<file path="src/rtl/lfsr_health_monitor.sv">
// Checks an upstream LFSR for zero lock-up, stuck output and wrong period.
// Latency: results and done pulse appear one cycle after the deciding sample.
// Backpressure: none; samples are taken only when in_valid=1, and start is ignored while busy.
module lfsr_health_monitor #(
  parameter int WIDTH      = 16,
  parameter int MAX_PERIOD = 65535,
  parameter int REP_LIMIT  = 4
) (
  input  logic             clk,
  input  logic             rst,
  input  logic             start,
  input  logic             in_valid,
  input  logic [WIDTH-1:0] state_in,
  output logic             busy,
  output logic             done,
  output logic [16:0]      period,
  output logic             period_ok,
  output logic             zero_fault,
  output logic             stuck_fault,
  output logic             timeout_fault
);

  localparam int REP_W = $clog2(REP_LIMIT + 1);
  localparam logic [REP_W-1:0] REP_MAX    = REP_W'(REP_LIMIT);
  localparam logic [16:0]      MAX_P      = 17'(MAX_PERIOD);
  localparam logic [16:0]      TIMEOUT_AT = 17'(MAX_PERIOD + 1);

  typedef enum logic [2:0] {IDLE, CAPTURE, RUN, DONE, FAULT} state_t;

  state_t             state, state_nx;
  logic [16:0]        count, count_nx, cnt_inc;
  logic [REP_W-1:0]   rep, rep_nx, rep_inc;
  logic [WIDTH-1:0]   ref_val, ref_nx, prev, prev_nx;
  logic [16:0]        period_nx;
  logic               busy_nx, done_nx, period_ok_nx;
  logic               zero_nx, stuck_nx, timeout_nx;

  assign cnt_inc = count + 17'd1;
  assign rep_inc = rep + REP_W'(1);

  // Register FSM state, datapath and all outputs; reset clears everything.
  always_ff @(posedge clk) begin
    if (rst) begin
      state         <= IDLE;
      count         <= '0;
      rep           <= '0;
      ref_val       <= '0;
      prev          <= '0;
      busy          <= 1'b0;
      done          <= 1'b0;
      period        <= '0;
      period_ok     <= 1'b0;
      zero_fault    <= 1'b0;
      stuck_fault   <= 1'b0;
      timeout_fault <= 1'b0;
    end else begin
      state         <= state_nx;
      count         <= count_nx;
      rep           <= rep_nx;
      ref_val       <= ref_nx;
      prev          <= prev_nx;
      busy          <= busy_nx;
      done          <= done_nx;
      period        <= period_nx;
      period_ok     <= period_ok_nx;
      zero_fault    <= zero_nx;
      stuck_fault   <= stuck_nx;
      timeout_fault <= timeout_nx;
    end
  end

  // Next-state and next-output decode; checks in RUN follow zero > repeat > match > timeout.
  always_comb begin
    state_nx     = state;
    count_nx     = count;
    rep_nx       = rep;
    ref_nx       = ref_val;
    prev_nx      = prev;
    period_nx    = period;
    period_ok_nx = period_ok;
    zero_nx      = zero_fault;
    stuck_nx     = stuck_fault;
    timeout_nx   = timeout_fault;
    done_nx      = 1'b0;
    case (state)
      IDLE, DONE, FAULT: begin
        if (start) begin
          state_nx     = CAPTURE;
          period_nx    = '0;
          period_ok_nx = 1'b0;
          zero_nx      = 1'b0;
          stuck_nx     = 1'b0;
          timeout_nx   = 1'b0;
        end
      end
      CAPTURE: begin
        if (in_valid) begin
          if (state_in == '0) begin
            zero_nx  = 1'b1;
            state_nx = FAULT;
            done_nx  = 1'b1;
          end else begin
            ref_nx   = state_in;
            prev_nx  = state_in;
            count_nx = '0;
            rep_nx   = REP_W'(1);
            state_nx = RUN;
          end
        end
      end
      RUN: begin
        if (in_valid) begin
          count_nx = cnt_inc;
          if (state_in == '0) begin
            zero_nx  = 1'b1;
            state_nx = FAULT;
            done_nx  = 1'b1;
          end else if (state_in == prev) begin
            rep_nx = rep_inc;
            if (rep_inc == REP_MAX) begin
              stuck_nx = 1'b1;
              state_nx = FAULT;
              done_nx  = 1'b1;
            end
          end else if (state_in == ref_val) begin
            period_nx    = cnt_inc;
            period_ok_nx = (cnt_inc == MAX_P);
            state_nx     = DONE;
            done_nx      = 1'b1;
          end else if (cnt_inc >= TIMEOUT_AT) begin
            // >= rather than ==: a repeat landing on the boundary sample
            // must not let count slip past the limit and run on to wrap.
            timeout_nx = 1'b1;
            state_nx   = FAULT;
            done_nx    = 1'b1;
          end else begin
            rep_nx  = REP_W'(1);
            prev_nx = state_in;
          end
        end
      end
      default: state_nx = IDLE;
    endcase
    busy_nx = (state_nx == CAPTURE) || (state_nx == RUN);
  end

endmodule

</file>
<file path="config.mk">
export PLATFORM = sky130hd
export DESIGN_NAME = lfsr_health_monitor
export DESIGN_NICKNAME = d
export VERILOG_FILES = /design/src/rtl/lfsr_health_monitor.sv
export SDC_FILE = /design/constraint.sdc
export NUM_CORES = 1
export LEC_CHECK = 0
export BUFFER_PORTS_ARGS = -buffer_cell sky130_fd_sc_hd__clkbuf_2
export CORE_ASPECT_RATIO = 1.75
export CORE_MARGIN = 4
export CORE_UTILIZATION = 53
export DETAILED_ROUTE_END_ITERATION = 6
export HOLD_SLACK_MARGIN = 0.05
export PLACE_DENSITY = 0.73
export SLEW_MARGIN = 25
export SYNTH_ARGS = -nofsm -noshare
export SYNTH_HDL_FRONTEND = slang
export SYNTH_SLANG_ARGS = --single-unit
</file>
<file path="constraint.sdc">
create_clock -name clk -period 2.1 [get_ports clk]
set_input_delay 0.21 -clock clk [delete_from_list [all_inputs] [get_ports clk]]
set_output_delay 0.21 -clock clk [all_outputs]
set_load 0.1 [all_outputs]
</file>
-- Yosys cells after proc, flatten, opt, wreduce, memory -nomap -nowiden
Index checks and enable logic that the tools add are counted.
- multiplexer cells: 65
- reduce and logical (&&, ||, !) cells: 16
- add/subtract/negate cells: 2
- equal/unequal tests: 26
- $lt $le $gt $ge: 1
- bitwise operators: 1
- operators by type and width (cell ; number):
    17-bit two-way mux ; 8
    16-bit two-way mux ; 7
    17-bit case mux with 2 select lines ; 2
    3-bit two-way mux ; 16
    16-bit equality test ; 2
    16-bit case mux with 2 select lines ; 1
    1-bit two-way mux ; 24
    2-bit inequality test, second input constant ; 12
    17-bit by 1-bit adder with 17-bit output, second input constant ; 1
    17-bit by 16-bit equality test with 1-bit output, second input constant ; 1
    17-bit greater-or-equal comparator, second input constant ; 1
    16-bit zero test ; 1
    7-bit AND reduction ; 2
    6-bit AND reduction ; 2
    1-bit case mux with 2 select lines ; 5
    3-bit by 2-bit equality test with 1-bit output, second input constant ; 3
    3-bit case mux with 3 select lines ; 1
    4-bit AND reduction ; 2
    8-bit AND reduction ; 1
    3-bit by 1-bit equality test with 1-bit output, second input constant ; 2
    3-bit equality test, second input constant ; 2
    3-bit inequality test, second input constant ; 2
    3-bit case mux with 2 select lines ; 1
    2-bit nonzero test ; 3
    8 further kinds ; 9
- output and inout bits: 23
- bits in registers: 78
- logic and storage cells: 123
- bits of input ports: 20

-- Longest topological paths before layout
Gate-level depths: netlist (run 1).
- depth after elaboration: 10
- depth in mapped cells: 10
- mapped depth without buffers: 8

-- Worst setup path before layout (run 1)
OpenSTA, ideal clock, no wires.
- kind: register to register
- from: register count[0]
- to: register busy
- buffers on the path: 1
- library setup time: 0.101 ns
- clock period less this slack: 2.186 ns
- data required time: 1.999 ns
- data arrival time: 2.085 ns
- path slack: -0.086 ns
- cell stages (with the launch flop): 10
- cell sequence: dfxtp_1 -> ha_1 -> and3_1 -> buf_4 -> nand3_4 -> o31a_1 -> o311a_1 -> a211oi_2 -> o2111ai_1 -> o41ai_1
- cells in the longest elaborated chain, start to end: 10
- elaborated cells on any way between the ends: 11
- those cells by class: add/sub: 1; order compare: 1; eq/ne: 2; mux: 6; reduce/logical: 1
- ends and longest elaborated chain (element ; RTL line ; text):
    start, declared ; 31 ; logic [16:0] count, count_nx, cnt_inc;
    start signal, assigned ; 58 ; count <= count_nx;
    17-bit by 1-bit adder with 17-bit output * ; 38 ; assign cnt_inc = count + 17'd1;
    17-bit greater-or-equal comparator * ; 130 ; end else if (cnt_inc >= TIMEOUT_AT) begin
    3-bit two-way mux * ; 130 ;
    3-bit two-way mux * ; 125 ; end else if (state_in == ref_val) begin
    3-bit two-way mux * ; 118 ; end else if (state_in == prev) begin
    3-bit two-way mux * ; 114 ; if (state_in == '0) begin
    3-bit two-way mux * ; 112 ; if (in_valid) begin
    3-bit case mux with 3 select lines * ; 85 ; case (state)
    3-bit by 1-bit equality test with 1-bit output or 3-bit by 2-bit equality test with 1-bit output (tied branches) ; 144 ; busy_nx = (state_nx == CAPTURE) || (state_nx == RUN);
    1-bit logical OR * ; 144 ;
    end signal, assigned ; 62 ; busy <= busy_nx;
    end, declared ; 14 ; output logic busy,
Mark *: on every way between the ends. The rest lies on a longest branch, timed or not.
A chain may end at the register's enable or synchronous reset.

-- Worst setup path in the final report (run 1)
- from: register prev[11]
- to: register prev[4]
- cells in the longest elaborated chain, start to end: 3
- ends and longest elaborated chain (element ; RTL line ; text):
    start, declared ; 33 ; logic [WIDTH-1:0] ref_val, ref_nx, prev, prev_nx;
    start signal, assigned ; 61 ; prev <= prev_nx;
    16-bit equality test ; 118 ;
    2-bit inequality test (no source line) ; n/a ;
    8-bit AND reduction (no source line) ; n/a ;
Every way passes these cells.

==> results_dict.tcl, run 1 <==
set metrics [dict create \
    outcome "finished with violations" \
    violations "design-rule violations, negative setup slack" \
    fmaxAchievable_mhz 468.9 \
    tns_ns -0.08373 \
    stdcell_count 688 \
    netlist_instances 491 \
    vdd_drop_max_mv 0.4926 \
    synthesis.nets 515 \
    clkLatencyLatePin_ns 0.35 \
    p_leak_nw 2.230 \
    slew-limit-headroom_pct 46.82 \
    power.density_nw_per_um2 693.2 \
    fin_skew_ns 0.008896 \
    wl_um 12350 \
    setup.worst_path.start "prev[11]" \
    h-tree-depth 3 \
    arrival_ns 2.39 \
    drtPass1Iterations 7 \
    finalWorstSetupSlack_ns -0.03286 \
    reg2reg_depth 8 \
    drv_slew 0 \
    cts_buffers 9 \
    reg2reg_from "prev[11]" \
    vias_per_cell 5.987 \
    clockRootBuffer "clkbuf_16" \
    final_cell_mix "dfxtp_1, buf_4, nor2_1" \
    synth_seq_cells 78 \
    drive_gt1_share_pct 34.17 \
    cpMaxStageDelayCell "nor4_2" \
    die_h_um 123.9 \
    tightest_slew_ns 0.7978 \
    setup_viol 5 \
    postLayoutCellArea_um2 5495 \
    vias 4119 \
    rows 42 \
    cp.required_ns 2.36 \
    synth_edf_count 0 \
    start_kind "flip-flop" \
    overflow 0 \
    finalHoldViolCount 0 \
    remaining_drc_errors 8 \
    die_w_um 74.23 \
    dp_worst_setup_slack_ns -0.2913 \
    ys.flop_type "dfxtp_1" \
    dp_cells 663 \
    placed_area_um2 4786 \
    cp_max_fo 8 \
    ff2ff_setup_slack_ns -0.03 \
    grt_pass1_vias 4042 \
    crit_chain "xor2_1, nor4_2, nand4_4, and2_4, a31oi_4, clkbuf_16, o21ai_2, a21oi_1" \
    worstSetupEndpointType "flip-flop" \
    drtIter0Drc 287 \
    tritoncts "yes" \
    initial_core_util_pct 54.13 \
    clockBufferDepth 2 \
    grt_pass1_wl_um 18490 \
    path_buf_inv 1 \
    nNetsFinal 619 \
    r2r_end "prev[4]" \
    endpoint "prev[4]" \
    min_period_ns 2.133 \
    critPathKind "reg -> reg" \
    num_antenna_cells 0 \
    io_buffers 42 \
    syn_area_per_cell_um2 8.284 \
    yosysUniqueCellTypes 59 \
    place_congestion 0.9265 \
    grt_usage_pct 26.45 \
    cts_sinks 78 \
    layout_commonest_cell "dfxtp_1" \
    cp_slowest_stage_delay_ns 0.37 \
    ys_seq_area_share_pct 38.39 \
    rsz0062_at_grt "true" \
    crit_family "simple AND/OR/NAND/NOR gates" \
    hp-class "in -> reg" \
    drt.antenna.violating_nets 0 \
    ys_warn_count 0 \
    synth_area_um2 4068 \
    hpwl_um 8195 \
    worstSetupPathDepth 8 \
    clk_pin_slew_ns 0.06 \
    core_um2 7515 \
    power_mw 3.809 \
    drv_cap 0 \
    cts_hold_buf 0 \
    area_growth_pct 35.10 \
    grt_max_degree 73 \
    io_pins 43 \
    antenna_found_initial 0 \
    die_area_um2 9196 \
    fin_crit_sh_pct 101.6 \
    routedWlPerCell_um 17.95 \
    async_flop_share_pct 0 \
]
-- metrics by stage --
step	util, %	hold slack [ns]
finish	73.13	0.1469
global route	73.13	0.1507
CTS	69.46	0.1438
detailed placement	63.69	0.4528
global placement	63.69	0.4443
floorplan	-	0.3460
-- metal layers --
metal / track usage, % / part of all wire, % / vias up
li1: - / - / 1932
met1: 25.33 / 35 / 1946
met2: 47.89 / 53 / 178
met3: 5.816 / 5.5 / 63
met4: 19.15 / 6.7 / 0
met5: 0 / 0 / -
-- final cells by class --
class / instances / area [um^2]
clock inverters: 3 / 65.06
fillers: 545 / 2019
clock buffers: 13 / 270.3
flip-flops and latches: 78 / 1572
well taps: 88 / 110.1
repair buffers: 118 / 854.6
multi-input cells: 379 / 2590
inverters: 9 / 33.78
-- synthesized netlist by cell type (2+ instances only) --
master    instances  area (um^2)
nor4_1            9        56.30
o21ai_0          15        75.07
or3_1             3        18.77
and2_1            3        18.77
dfxtp_1          78         1562
xnor2_1           6        52.55
a31oi_1          10        62.56
o31a_1            2        17.52
nor2_1           69        259.0
and4_1            3        26.28
or3b_1            2        17.52
o311a_1           2        20.02
nand2b_1          2        12.51
nor4_2            3        37.54
nand4_1           5        31.28
buf_4             3        22.52
nand2_2           2        12.51
nand2_1          53        198.9
clkbuf_1         14        52.55
a21oi_1          49        245.2
nor2b_1           2        12.51
nand3_1          29        145.1
a211oi_2          2        25.02
mux2i_1          16        160.2
buf_12            2        40.04
and3_1            3        18.77
o21ai_1          15        75.07
xor2_1           41        359.1
buf_2             7        35.03
inv_1             9        33.78
ha_1              4        50.05
-- logic make-up (layout without fill, tap and decap cells) --
group           Yosys count  count (layout)  synth area share [%]
buf+inv                  36             143                 4.798
mux                      17              17                 4.214
compound gates          108             110                 16.58
xor+xnor                 47              47                 10.12
flops                    78              78                 38.39
simple gates            201             201                 24.67
fa+ha+maj                 4               4                 1.230
-- sequential cells by signal, indices dropped and copies added, names as in the netlist --
name / count
prev: 16
stuck_fault: 1
rep: 3
timeout_fault: 1
zero_fault: 1
busy: 1
ref_val: 16
period: 17
period_ok: 1
count: 17
done: 1
state: 3
-- report_power, final --
| group | internal, mW | switching (mW) | total, mW |
|---|---|---|---|
| Sequential | 1.51 | 0.0318 | 1.55 |
| Clock | 1.14 | 0.607 | 1.74 |
| Combinational | 0.207 | 0.312 | 0.519 |
-- tightest hold or removal path: stages --
cell	delay (ns)
clkbuf_2	0.12
nand2_1	0.06
a21oi_1	0.05
-- worst min-delay path by stage --
stage | slack (ns) | depth (start not counted) | end | from
3_5_place_dp | 0.45 | 2 | period[5] | period[5]
6_report | 0.15 | 3 | ref_val[8] | state_in[8]
5_1_grt | 0.15 | 3 | ref_val[2] | state_in[2]
3_3_place_gp | 0.44 | 2 | period[5] | period[5]
2_1_floorplan | 0.35 | 2 | ref_val[0] | state_in[0]
4_1_cts | 0.14 | 3 | ref_val[8] | state_in[8]
-- what timing repair did --
action | in CTS | in global routing
pin swaps | 12 | 19
buffers inserted | 2 | 4
resized for setup | 17 | 53
setup endpoints to repair | 37 | 45
gates cloned | 1 | 2
Note: power is estimated with default switching activity, not from simulation.
==> run 2, diff against run 1 <==
CORE_UTILIZATION = 36   (was 53)
PLACE_DENSITY = 0.52   (was 0.73)
==> results_dict.tcl, run 2 (synthesis results as in run 1) <==
set metrics [dict create \
    outcome "finished with violations" \
    violations "negative setup slack" \
    cts_buffers 9 \
    grtUsageMet1_pct 20.27 \
    power_mw 3.659 \
    drv_cap 0 \
    grt_pass1_wl_um 19810 \
    r2r_end "period[5]" \
    initial_core_util_pct 36.64 \
    cpMaxStageDelayCell "or3b_1" \
    vdd_drop_max_mv 0.4746 \
    cts_sinks 78 \
    arrival_ns 2.39 \
    busiest_layer "met2" \
    setup_viol 6 \
    fin_crit_sh_pct 101.2 \
    vias_per_cell 5.385 \
    die_w_um 88.35 \
    reg2reg_from "ref_val[15]" \
    clockBufferDepth 2 \
    overflow 0 \
    hpwl_um 8904 \
    drt.antenna.violating_nets 0 \
    h-tree-depth 3 \
    area_growth_pct 39.34 \
    rows 51 \
    clockRootBuffer "clkbuf_16" \
    worstHoldStart "state_in[10]" \
    finalHoldViolCount 0 \
    grt_max_degree 73 \
    fin_skew_ns 0.008255 \
    power.density_nw_per_um2 645.5 \
    cp.required_ns 2.37 \
    grt_usage_pct 19.74 \
    die_area_um2 13130 \
    hp-class "in -> reg" \
    die_h_um 148.6 \
    met2_usage_pct 36.84 \
    wl_um 12840 \
    tightest_slew_ns 0.8032 \
    io_buffers 42 \
    clk_pin_slew_ns 0.06 \
    cp_max_fo 6 \
    ff2ff_setup_slack_ns -0.02 \
    rsz0062_at_grt "true" \
    dp_worst_setup_slack_ns -0.2016 \
    io_pins 43 \
    drtIter0Drc 226 \
    tritoncts "yes" \
    reg2reg_depth 8 \
    start_kind "flip-flop" \
    drtPass1Iterations 6 \
    worstSetupEndpointType "flip-flop" \
    routedWlPerCell_um 17.10 \
    num_antenna_cells 0 \
    min_period_ns 2.125 \
    drive_gt1_share_pct 36.83 \
    hold_depth 3 \
    antenna_found_initial 0 \
    fillers 1084 \
    remaining_drc_errors 0 \
    whs_endpoint "ref_val[10]" \
    fmaxAchievable_mhz 470.6 \
    cp_slowest_stage_delay_ns 0.37 \
    top_regs "count: 17 flops, period: 17 flops" \
    core_um2 11100 \
    slew-limit-headroom_pct 46.45 \
    drv_slew 0 \
    nNetsFinal 638 \
    clkLatencyLatePin_ns 0.34 \
    final_cell_mix "buf_4, dfxtp_1, nor2_1" \
    grtUsageMet3_pct 3.880 \
    cts_hold_buf 0 \
    grt_pass1_vias 3937 \
    finalWorstSetupSlack_ns -0.02484 \
    layout_commonest_cell "buf_4" \
    crit_chain "xor2_1, nor4_1, buf_4, and4_4, nand2_2, a21bo_4, or3b_1, a21oi_2" \
    p_leak_nw 2.323 \
    vias 4044 \
    critPathKind "reg -> reg" \
    place_congestion 0.8975 \
]
[run 2: per-stage QoR]
step                instance area (um^2)  instances  setup TNS, ns  hold WS (ns)  utilization (%)
global placement                    4931        719         -2.632        0.4498            44.41
floorplan                           4071        491              0        0.3460                -
detailed placement                  4931        719         -6.516        0.4503            44.41
finish                              5668        751       -0.05971        0.1724            51.05
global route                        5668        751         -2.083        0.1821            51.05
CTS                                 5321        740        -0.2007        0.1601            47.93
[run 2: worst max-delay path: cells and delay by family, from the launching register on]
family | cells | cell delay [ns]
AND/OR/NAND/NOR | 4 | 1.00
buffers and inverters | 1 | 0.18
AO/OA/AOI/OAI | 2 | 0.40
XOR/XNOR | 1 | 0.15
flip-flops | 1 | 0.32
[run 2: layout make-up]
cell class                      count  area, um^2  area share [%]
Sequential cell                    78        1572           27.73
Tap cell                          132       165.2           2.914
Inverter                            9       33.78          0.5960
Clock inverter                      6       61.31           1.082
Clock buffer                       10       239.0           4.216
Multi-Input combinational cell    380        2624           46.29
Timing Repair Buffer              136       973.4           17.17
[run 2: worst max path at each step]
| stage | start | to | slack [ns] |
|---|---|---|---|
| after floorplan | count[1] | busy | 0.007 |
| after global placement | state_in[14] | period[14] | -0.12 |
| after detailed placement | state_in[5] | period[3] | -0.20 |
| after CTS | ref_val[15] | period[5] | -0.05 |
| after global routing | ref_val[15] | period[5] | -0.14 |
| final | ref_val[15] | period[5] | -0.02 |
[run 2: timing repair]
item / in CTS / in global routing
pin swaps: 13 / 29
gates cloned: 2 / 2
resized for setup: 13 / 59
endpoints found under the setup margin: 19 / 45
buffers inserted: 4 / 10
[run 2: where the power goes]
| part | internal [mW] | switching (mW) | leakage, nW |
|---|---|---|---|
| clock network | 0.948 | 0.623 | 0.148 |
| registers | 1.51 | 0.0296 | 0.635 |
| logic | 0.224 | 0.320 | 1.54 |
[run 2: layer usage]
| metal | vias to the layer above | wire length (um) |
|---|---|---|
| li1 | 1971 | - |
| met1 | 1928 | 4606 |
| met2 | 107 | 7202 |
| met3 | 38 | 407 |
| met4 | 0 | 623 |
| met5 | - | 0 |
==> run 3, diff against run 2 <==
HOLD_SLACK_MARGIN = 0.06   (was 0.05)
PLACE_DENSITY = 0.5   (was 0.52)
clock period = 2.6 ns   (was 2.1 ns; I/O delays follow)
==> results_dict.tcl, run 3 (synthesis results as in run 1) <==
set metrics [dict create \
    cts_hold_buf 0 \
    grt_pass1_wl_um 18170 \
    outcome "finished clean" \
    multi_input_area_um2 2311 \
    drtIter0Drc 207 \
    io_buffers 42 \
    final-seq-area_um2 1562 \
    clk_pin_slew_ns 0.07 \
    clockRootBuffer "clkbuf_16" \
    cts_sinks 78 \
    start_kind "flip-flop" \
    setup_viol 0 \
    nNetsFinal 567 \
    wl_um 11450 \
    clockBufferDepth 2 \
    final_cell_mix "dfxtp_1, nor2_1, nand2_1" \
    routedWlPerCell_um 16.83 \
    rows 51 \
    grt_max_degree 73 \
    tightest_slew_ns 0.7994 \
    vdd_drop_max_mv 0.3467 \
    hp-class "in -> reg" \
    drt.antenna.violating_nets 0 \
    remaining_drc_errors 0 \
    cpMaxStageDelayCell "nor4_1" \
    fillers 1166 \
    die_h_um 148.6 \
    drive_gt1_share_pct 18.98 \
    clkPwrFrac_pct 45.6 \
    power_mw 2.864 \
    antenna_found_initial 0 \
    worstSetupEndpointType "flip-flop" \
    critPathKind "reg -> reg" \
    num_antenna_cells 0 \
    combPwrFrac_pct 11.0 \
    hpwl_um 8451 \
    p_leak_nw 1.888 \
    cts_buffers 9 \
    arrival_ns 2.63 \
    intPower_mw 2.107 \
    grt_usage_pct 18.10 \
    dp_worst_setup_slack_ns -0.02786 \
    overflow 0 \
    switchingPower_mw 0.7578 \
    vias_per_cell 5.399 \
    grt_pass1_vias 3565 \
    switching_share_pct 26.46 \
    initial_core_util_pct 36.64 \
    h-tree-depth 3 \
    fin_crit_sh_pct 90.94 \
    slew-limit-headroom_pct 46.71 \
    cp.required_ns 2.86 \
    drtPass1Iterations 5 \
    tritoncts "yes" \
    min_period_ns 2.364 \
    seq_power_share_pct 43.4 \
    clkLatencyLatePin_ns 0.34 \
    fin_skew_ns 0.008639 \
    drv_slew 0 \
    vias 3671 \
    fmaxAchievable_mhz 423.0 \
    finalHoldViolCount 0 \
    die_area_um2 13130 \
    cp_max_fo 21 \
    core_um2 11100 \
    top_regs "count: 17 flops, period: 17 flops" \
    io_pins 43 \
    layout_commonest_cell "dfxtp_1" \
    drv_cap 0 \
    crit_chain "xor2_1, nor4_1, buf_4, and4_1, nand2_1, a21bo_4, or3b_1, a21oi_1" \
    power.density_nw_per_um2 597.2 \
    place_congestion 0.8843 \
    area_growth_pct 17.90 \
    finalWorstSetupSlack_ns 0.2357 \
    cts_setup_buffers 0 \
    die_w_um 88.35 \
    cts-resized-gates 0 \
    rsz0062_at_grt "false" \
    cp_slowest_stage_delay_ns 0.39 \
]
run 3: cell types whose count changed in the layout (fill, tap and decap cells not counted), sizes merged, moves of 2 or more:
cell / change
clkinv: -3
inv: +2
a21bo: -2
buf: -67
run 3: critical path: cells and delay by family (launching register included):
family / cells / cell delay (ns)
simple gates: 4 / 1.11
compound gates: 2 / 0.50
flops: 1 / 0.32
buf+inv: 1 / 0.18
xor+xnor: 1 / 0.15
run 3: cell type report:
| type | instances | area share [%] |
|---|---|---|
| Inverter | 9 | 0.7044 |
| Sequential cell | 78 | 32.56 |
| Clock inverter | 6 | 1.409 |
| Timing Repair Buffer | 68 | 8.714 |
| Tap cell | 132 | 3.444 |
| Multi-Input combinational cell | 377 | 48.19 |
| Clock buffer | 10 | 4.983 |
run 3: through the flow:
| stage | TNS (ns) | utilization, % | area, um^2 | hold slack, ns | instances |
|---|---|---|---|---|---|
| 3_3_place_gp | -0.02336 | 40.43 | 4489 | 0.4494 | 664 |
| 4_1_cts | 0 | 43.19 | 4796 | 0.2129 | 680 |
| 2_1_floorplan | 0 | - | 4068 | 0.3960 | 491 |
| 3_5_place_dp | -0.1989 | 40.43 | 4489 | 0.4527 | 664 |
| 6_report | 0 | 43.19 | 4796 | 0.2223 | 680 |
| 5_1_grt | 0 | 43.19 | 4796 | 0.2261 | 680 |
run 3: final timing paths:
path	start	endpoint	slack, ns	cells past startpoint
setup / recovery	ref_val[0]	period[5]	0.24	8
hold / removal	state_in[5]	ref_val[5]	0.22	3
setup reg to reg	ref_val[0]	period[5]	0.24	8
hold reg to reg	period[14]	period[14]	0.46	2
run 3: metal layers:
metal  vias up  share of wire [%]  track usage (%)
met3        39                3.9            3.049
met1      1700                 37            19.21
met2       111                 54            32.57
li1       1821                  -                -
met4         0                4.9            10.29
met5         -                  0                0
run 3: power groups by stage:
stage	Clock, mW	Sequential [mW]	Combinational (mW)
floorplan	0	1.28	0.212
global placement	0	1.27	0.314
detailed placement	0	1.27	0.315
CTS	1.33	1.24	0.316
global route	1.39	1.25	0.343
finish	1.31	1.24	0.314
